**src/rtl/sargantana_icache_ifill_arbiter.sv**
```systemverilog
// Refill port arbiter for the icache: demand misses vs. next-line prefetch.
// One refill in flight; flush drains it without cancelling the bus request.
module sargantana_icache_ifill_arbiter #(
    parameter int unsigned PADDR_SIZE     = 40,
    parameter int unsigned LINE_W         = 128,
    parameter int unsigned MAX_DMD_STREAK = 4
) (
    input  logic                  clk_i,
    input  logic                  rstn_i,
    input  logic                  flush_i,
    input  logic                  dmd_req_valid_i,
    input  logic [PADDR_SIZE-1:0] dmd_req_paddr_i,
    output logic                  dmd_req_ready_o,
    input  logic                  pf_req_valid_i,
    input  logic [PADDR_SIZE-1:0] pf_req_paddr_i,
    output logic                  pf_req_ready_o,
    output logic                  ifill_req_valid_o,
    output logic [PADDR_SIZE-1:0] ifill_req_paddr_o,
    input  logic                  ifill_resp_valid_i,
    input  logic                  ifill_resp_ack_i,
    input  logic [LINE_W-1:0]     ifill_resp_data_i,
    output logic                  dmd_resp_valid_o,
    output logic                  pf_resp_valid_o,
    output logic [LINE_W-1:0]     resp_data_o,
    output logic                  busy_o
);

    localparam int unsigned SW = $clog2(MAX_DMD_STREAK + 1);

    typedef enum logic [1:0] {IDLE, BUSY, DRAIN} state_t;

    state_t                state_q;
    state_t                state_d;
    logic [SW-1:0]         streak_q;
    logic                  owner_pf_q;
    logic [PADDR_SIZE-1:0] paddr_q;
    logic                  dmd_resp_q;
    logic                  pf_resp_q;
    logic [LINE_W-1:0]     data_q;

    logic idle;
    logic open;
    logic streak_full;
    logic dmd_grant;
    logic pf_grant;
    logic complete;
    logic deliver;

    assign idle        = (state_q == IDLE);
    assign open        = idle & ~flush_i & rstn_i;
    assign streak_full = (streak_q == SW'(MAX_DMD_STREAK));
    assign complete    = ifill_resp_valid_i & ifill_resp_ack_i;

    // A starved prefetch takes the slot away from demand.
    assign dmd_req_ready_o = open & ~(pf_req_valid_i & streak_full);
    assign pf_req_ready_o  = open & (~dmd_req_valid_i | streak_full);

    assign dmd_grant = dmd_req_valid_i & dmd_req_ready_o;
    assign pf_grant  = pf_req_valid_i & pf_req_ready_o;

    // Only a clean completion in BUSY hands the line to its owner.
    assign deliver = (state_q == BUSY) & complete & ~flush_i;

    assign ifill_req_valid_o = ~idle;
    assign ifill_req_paddr_o = paddr_q;
    assign busy_o            = ~idle;
    assign dmd_resp_valid_o  = dmd_resp_q;
    assign pf_resp_valid_o   = pf_resp_q;
    assign resp_data_o       = data_q;

    // State register.
    always_ff @(posedge clk_i or negedge rstn_i) begin
        if (!rstn_i) begin
            state_q <= IDLE;
        end else begin
            state_q <= state_d;
        end
    end

    // Next-state: grant opens a refill, completion closes it, flush drains.
    always_comb begin
        state_d = state_q;
        unique case (state_q)
            IDLE: begin
                if (dmd_grant | pf_grant) begin
                    state_d = BUSY;
                end
            end
            BUSY: begin
                if (complete) begin
                    state_d = IDLE;
                end else if (flush_i) begin
                    state_d = DRAIN;
                end
            end
            DRAIN: begin
                if (complete) begin
                    state_d = IDLE;
                end
            end
            default: state_d = IDLE;
        endcase
    end

    // Request capture, fairness streak and response delivery.
    always_ff @(posedge clk_i or negedge rstn_i) begin
        if (!rstn_i) begin
            streak_q   <= '0;
            owner_pf_q <= 1'b0;
            paddr_q    <= '0;
            dmd_resp_q <= 1'b0;
            pf_resp_q  <= 1'b0;
            data_q     <= '0;
        end else begin
            if (dmd_grant) begin
                paddr_q    <= dmd_req_paddr_i;
                owner_pf_q <= 1'b0;
                if (!pf_req_valid_i) begin
                    streak_q <= '0;
                end else if (!streak_full) begin
                    streak_q <= streak_q + SW'(1);
                end
            end else if (pf_grant) begin
                paddr_q    <= pf_req_paddr_i;
                owner_pf_q <= 1'b1;
                streak_q   <= '0;
            end
            dmd_resp_q <= deliver & ~owner_pf_q;
            pf_resp_q  <= deliver & owner_pf_q;
            if (deliver) begin
                data_q <= ifill_resp_data_i;
            end
        end
    end

endmodule
```
**config.mk**
```make
export PLATFORM = sky130hd
export DESIGN_NAME = sargantana_icache_ifill_arbiter
export DESIGN_NICKNAME = d
export VERILOG_FILES = /design/src/rtl/sargantana_icache_ifill_arbiter.sv
export SDC_FILE = /design/constraint.sdc
export NUM_CORES = 1
export LEC_CHECK = 0
export BUFFER_PORTS_ARGS = -buffer_cell sky130_fd_sc_hd__buf_2
export CAP_MARGIN = 15
export CORE_AREA = 2 2 153 155
export DETAILED_ROUTE_END_ITERATION = 8
export DIE_AREA = 0 0 155 157
export GPL_TIMING_DRIVEN = 0
export PLACE_DENSITY = 0.71
export SLEW_MARGIN = 20
export SYNTH_ARGS = -nofsm -noshare
export SYNTH_HDL_FRONTEND = slang
export SYNTH_SLANG_ARGS = --single-unit
export TNS_END_PERCENT = 5
```
**constraint.sdc**
```tcl
create_clock -name clk_i -period 1.8 [get_ports clk_i]
set_input_delay 0.18 -clock clk_i [delete_from_list [all_inputs] [get_ports clk_i]]
set_output_delay 0.18 -clock clk_i [all_outputs]
set_load 0.02 [all_outputs]
```
Yosys cells after proc, flatten, opt, wreduce, memory -nomap -nowiden. Cells that the tools add are included. W data, S select, Z words.

Bitwise gates (word level): 19. Mux-type cells: 13. Add/subtract/negate cells: 1. Reduce and logical (&&, ||, !) cells: 4. Equal/unequal tests: 7.

Operators with widths (number): $mux W40 (2); $and A1 B1 Y1 (12); $mux W3 (4); $mux W2 (4); $ne A3 B3 Y1 const B (2); $pmux W2 S3 (1); $not A1 Y1 (5); $add A3 B1 Y3 const B (1); $eq A3 B3 Y1 const B (1); $reduce_and A3 Y1 (1); $eq A2 B1 Y1 const B (1); $eq A2 B2 Y1 const B (1); $logic_not A2 Y1 (1); $mux W1 (2); $ne A2 B1 Y1 const B (1); $ne A2 B2 Y1 const B (1); $or A1 B1 Y1 (2); $reduce_and A2 Y1 (1); $reduce_bool A2 Y1 (1).

Word-level logic and storage cells: 51. Bits of input ports: 215. Output and inout port bits: 174. Flip-flop bits (word level): 176.

Logic depth before layout (Yosys ltp).
Depth after elaboration: 8. Depth in mapped cells: 7. Gate-level depth less buffers: 5.

Worst setup path after synthesis. No wires, ideal clock.

Path type: flip-flop to flip-flop. From: reg state_q[0]. To: reg data_q[100], in the netlist resp_data_o[100]. Path slack: 0.095 ns. Data required time: 1.675 ns. Buffers on the path: 2. Data arrival time: 1.580 ns. Period minus slack after synthesis: 1.705 ns. Library setup time: 0.125 ns. Stages on the path, launching flop included: 6. Cells stage by stage: dfrtp_1 or3b_4 nor2_4 buf_12 buf_12 mux2_4.

Cells in the longest elaborated chain, start to end: 3.

Ends and longest elaborated chain: start, declared (line 32) `state_t state_q;`; start signal, assigned (line 76) `state_q <= state_d;`; $eq A2 B1 Y1 (line 62) `assign deliver = (state_q == BUSY) & complete & ~flush_i;`; $and A1 B1 Y1 (2 in series) (line 62); end signal, assigned (line 131) `data_q <= ifill_resp_data_i;`; end, declared (line 39) `logic [LINE_W-1:0] data_q;`.

Every way passes these cells. A chain may end at the register's enable or synchronous reset.

Worst setup path after layout.
From: reg state_q[1]. To: out pf_req_ready_o.

Cells in the longest elaborated chain, start to end: 4.

Ends and longest elaborated chain: $logic_not A2 Y1 (line 49) `assign idle = (state_q == IDLE);`; $and A1 B1 Y1 (2 in series) (line 50) `assign open = idle & ~flush_i & rstn_i;`; $and A1 B1 Y1 (line 56) `assign pf_req_ready_o = open & (~dmd_req_valid_i | streak_full);`; end, declared (line 16) `output logic pf_req_ready_o,`.

Every way passes these cells.

==> flow_summary.json <==
{
  "dr_total_vias": 6441,
  "core_area_um2": 22500,
  "finalWorstPathRequiredPeriod_ns": 1.85,
  "failed_checks": "negative hold slack, negative setup slack",
  "worst_r2r_path_depth": 5,
  "endpoint_arrival_time_on_the_critical_path_ns": 1.67,
  "timing.setup.critical_path_class": "reg2out",
  "worst_ep_required_time_ns": 1.62,
  "synthToLayoutAreaGrowth_pct": 63.7,
  "antenna_found_initial": 1,
  "synthDistinctLibCells": 33,
  "maxSlewHeadroom_pct": 52.6,
  "synth_ff_type": "sky130_fd_sc_hd__dfrtp_1",
  "placement.io_buffers": 388,
  "postSynthCellCount": 525,
  "post-route-period-util_pct": 103,
  "maxClockFrequency_mhz": 540,
  "via_count_of_the_first_global_routing_pass": 7049,
  "max_slew.worst_pin.slew_ns": 0.710,
  "tritoncts_clock_tree": "yes",
  "final_net_count": 1331,
  "synth.net_count": 742,
  "globalplace.congestion": 0.766,
  "reg2reg_slack_ns": -0.05,
  "site_rows": 55,
  "cts_made_buffers": 17,
  "hold_violations": 85,
  "synthSimpleGateAreaFrac_pct": 1.98,
  "post_drt_via_cell_ratio": 4.55,
  "drt_pre_antenna_iters": 7,
  "final.fill_count": 1802,
  "power.density_nw_per_um2": 1310,
  "floorplan.die_area_um2": 24300,
  "post_synthesis_mux_area_share_pct": 23.9,
  "power_leakage_nw": 6.67,
  "final_layout_size_suffix_gt1_share_pct": 51.8,
  "critical_path.endpoint_type": "output pin",
  "final_antenna_net_count": 0,
  "finalMaxSlewViolations": 0,
  "fraction_of_the_mapped_netlist_area_in_compound_gates_pct": 6.01,
  "status": "complete, but fails checks",
  "yosys_warnings": 0,
  "synth_seq_area_share_pct": 57.7,
  "area.sequential_um2": 4410,
  "reg2reg_to": "resp_data_o[24]",
  "first_pass_grt_wire_length_um": 37600,
  "post_drt_wl_per_cell_um": 17.5,
  "fin_util_pct": 55.6,
  "detailedPlacementHpwl_um": 15500,
  "switching_share_pct": 36.9,
  "detail_route.iter0.violations": 401,
  "power.internal_mw": 10.3,
  "drc": 0,
  "mostFrequentLayoutCell": "sky130_fd_sc_hd__buf_2",
  "initial_core_util_pct": 33.9,
  "globalRouteMet3Util_pct": 5.59,
  "grt_start_max_net_pins": 92,
  "post-place-ws_ns": -0.690,
  "tritoncts_num_sinks": 176,
  "sort_of_element_at_the_start_of_the_critical_path": "flip-flop",
  "sequentialPowerShare_pct": 38.0,
  "synth-adder-area-share_pct": 0.328,
  "global_route.usage.total_pct": 19.9,
  "synth-xor-area-share_pct": 0,
  "critPathMaxFanout": 6,
  "avgSynthCellArea_um2": 14.5,
  "ctsRootBufferMaster": "sky130_fd_sc_hd__clkbuf_16",
  "holdCritPathClass": "in2async",
  "synth_top_family_by_area": "multiplexers",
  "synth_edf_count": 0,
  "worst_hold_slack_ns": -0.284,
  "finalWirelength_um": 24700,
  "p_switching_mw": 6.04,
  "path_clk_slew_ns": 0.07,
  "gr-total-overflow": 0,
  "ir_drop_mv": 0.689,
  "num_io_pins": 389,
  "fin_ws_ns": -0.0512,
  "clock_power_share_pct": 21.9,
  "pwr-share-comb_pct": 40.2,
  "mostFrequentLayoutCells": "sky130_fd_sc_hd__buf_2, sky130_fd_sc_hd__dlygate4sd3_1, sky130_fd_sc_hd__dfrtp_1",
  "multi_input_comb_area_um2": 2510,
  "rsz0062_at_grt": "true",
  "global_route.usage.met1_pct": 22.6,
  "chipWidth_um": 155,
  "synth_async_sr_flop_share_pct": 100,
  "dieHeight_um": 157,
  "synth_seq_cells": 176,
  "clock_tree_buf_depth": 2,
  "crit-reg2reg-launch": "state_q[1]",
  "clk-insertion-delay-late_ns": 0.42,
  "cts.htree.levels": 4,
  "globalRouteMet2Util_pct": 35.5,
  "total_of_endpoints_with_negative_setup_slack_in_the_final_report": 106,
  "max_cap_viol_count": 0,
  "synthesis.area_um2": 7640,
  "grt_peak_use_layer": "met2",
  "worst_clock_skew_ns": 0.0120
}
-- power groups by stage --
stage / clock [mW] / sequential [mW] / combinational, mW
detailed placement: 0 / 6.21 / 6.13
floorplan: 0 / 7.98 / 2.03
CTS: 3.71 / 6.17 / 6.47
finish: 3.58 / 6.22 / 6.58
global placement: 0 / 6.15 / 6.04
global route: 3.89 / 6.41 / 6.94
-- metrics by stage --
stage | setup TNS [ns] | instances | instance area (um^2) | power (mW)
2_1_floorplan | 0 | 525 | 7640 | 10.0
3_3_place_gp | -556.70 | 1198 | 9940 | 12.2
3_5_place_dp | -29.64 | 1199 | 9970 | 12.3
4_1_cts | -5.74 | 1407 | 12300 | 16.4
5_1_grt | -10.95 | 1414 | 12500 | 17.2
6_report | -2.62 | 1415 | 12500 | 16.4
-- state kept, by name (all words and copies together), names as in the netlist --
name and count:
dmd_resp_valid_o 1, ifill_req_paddr_o 40, owner_pf_q 1, pf_resp_valid_o 1, resp_data_o 128, state_q 2
streak_q 3
-- Yosys cell counts (2+ instances only) --
master | instances | area share, %
sky130_fd_sc_hd__dfrtp_1 | 176 | 58
sky130_fd_sc_hd__inv_1 | 122 | 6.0
sky130_fd_sc_hd__mux2_4 | 100 | 20
sky130_fd_sc_hd__a222oi_1 | 40 | 5.2
sky130_fd_sc_hd__mux2_2 | 20 | 2.9
sky130_fd_sc_hd__buf_12 | 11 | 2.9
sky130_fd_sc_hd__mux2_1 | 9 | 1.3
sky130_fd_sc_hd__clkbuf_1 | 8 | 0.39
sky130_fd_sc_hd__buf_2 | 5 | 0.33
sky130_fd_sc_hd__and2_1 | 3 | 0.25
sky130_fd_sc_hd__nor2_1 | 3 | 0.15
sky130_fd_sc_hd__a21oi_1 | 2 | 0.13
sky130_fd_sc_hd__a22o_1 | 2 | 0.23
sky130_fd_sc_hd__and3_1 | 2 | 0.16
sky130_fd_sc_hd__buf_4 | 2 | 0.20
sky130_fd_sc_hd__buf_6 | 2 | 0.29
sky130_fd_sc_hd__ha_1 | 2 | 0.33
-- critical path, stage by stage, from the launching register on --
cell and delay (ns):
sky130_fd_sc_hd__dfrtp_2 0.45, sky130_fd_sc_hd__or4b_4 0.57, sky130_fd_sc_hd__nor2_4 0.10, sky130_fd_sc_hd__buf_6 0.12
-- logic make-up (layout without fill, tap and decap cells) --
family	count (synthesis)	in the layout
AOI/OAI and AO/OA	48	48
other	0	3
muxes	129	129
DFF	176	176
adders and majority gates	2	2
buffers and inverters	150	752
and+or+nand+nor	20	20
-- routing by layer --
metal,up-vias,share of wire (%)
met5,-,0
met4,0,2.7
li1,2960,-
met2,304,52
met1,3134,38
met3,43,7.1
-- cell type report --
| cell class | instances | share of cell area (%) |
|---|---|---|
| clock buffers | 19 | 3.54 |
| flip-flops and latches | 176 | 35.2 |
| repair buffers | 571 | 30.5 |
| diodes | 3 | 0.0600 |
| plain buffers | 27 | 3.13 |
| well taps | 285 | 2.85 |
| clock inverters | 13 | 1.00 |
| multi-input cells | 199 | 20.0 |
| inverters | 122 | 3.66 |
-- worst max path at each step --
| stage | start | to | slack [ns] | cells after the start |
|---|---|---|---|---|
| global placement | rstn_i | ifill_req_paddr_o[3] | -3.37 | 6 |
| global route | state_q[1] | pf_req_ready_o | -0.12 | 3 |
| floorplan | state_q[0] | resp_data_o[100] | 0.1 | 5 |
| detailed placement | rstn_i | ifill_req_paddr_o[4] | -0.69 | 6 |
| finish | state_q[1] | pf_req_ready_o | -0.05 | 3 |
| CTS | state_q[0] | pf_req_ready_o | -0.1 | 3 |
-- what timing repair did --
| item | 4_1_cts | 5_1_grt |
|---|---|---|
| hold buffers | 175 | 3 |
| pin swaps | 1 | 12 |
| hold endpoints to repair | 243 | 88 |
| cloned | 0 | 1 |
| resized for setup | 15 | 52 |
| endpoints found under the setup margin | 153 | 155 |
| buffers inserted | 1 | 2 |
No activity file was read; power rests on OpenSTA's default activity.
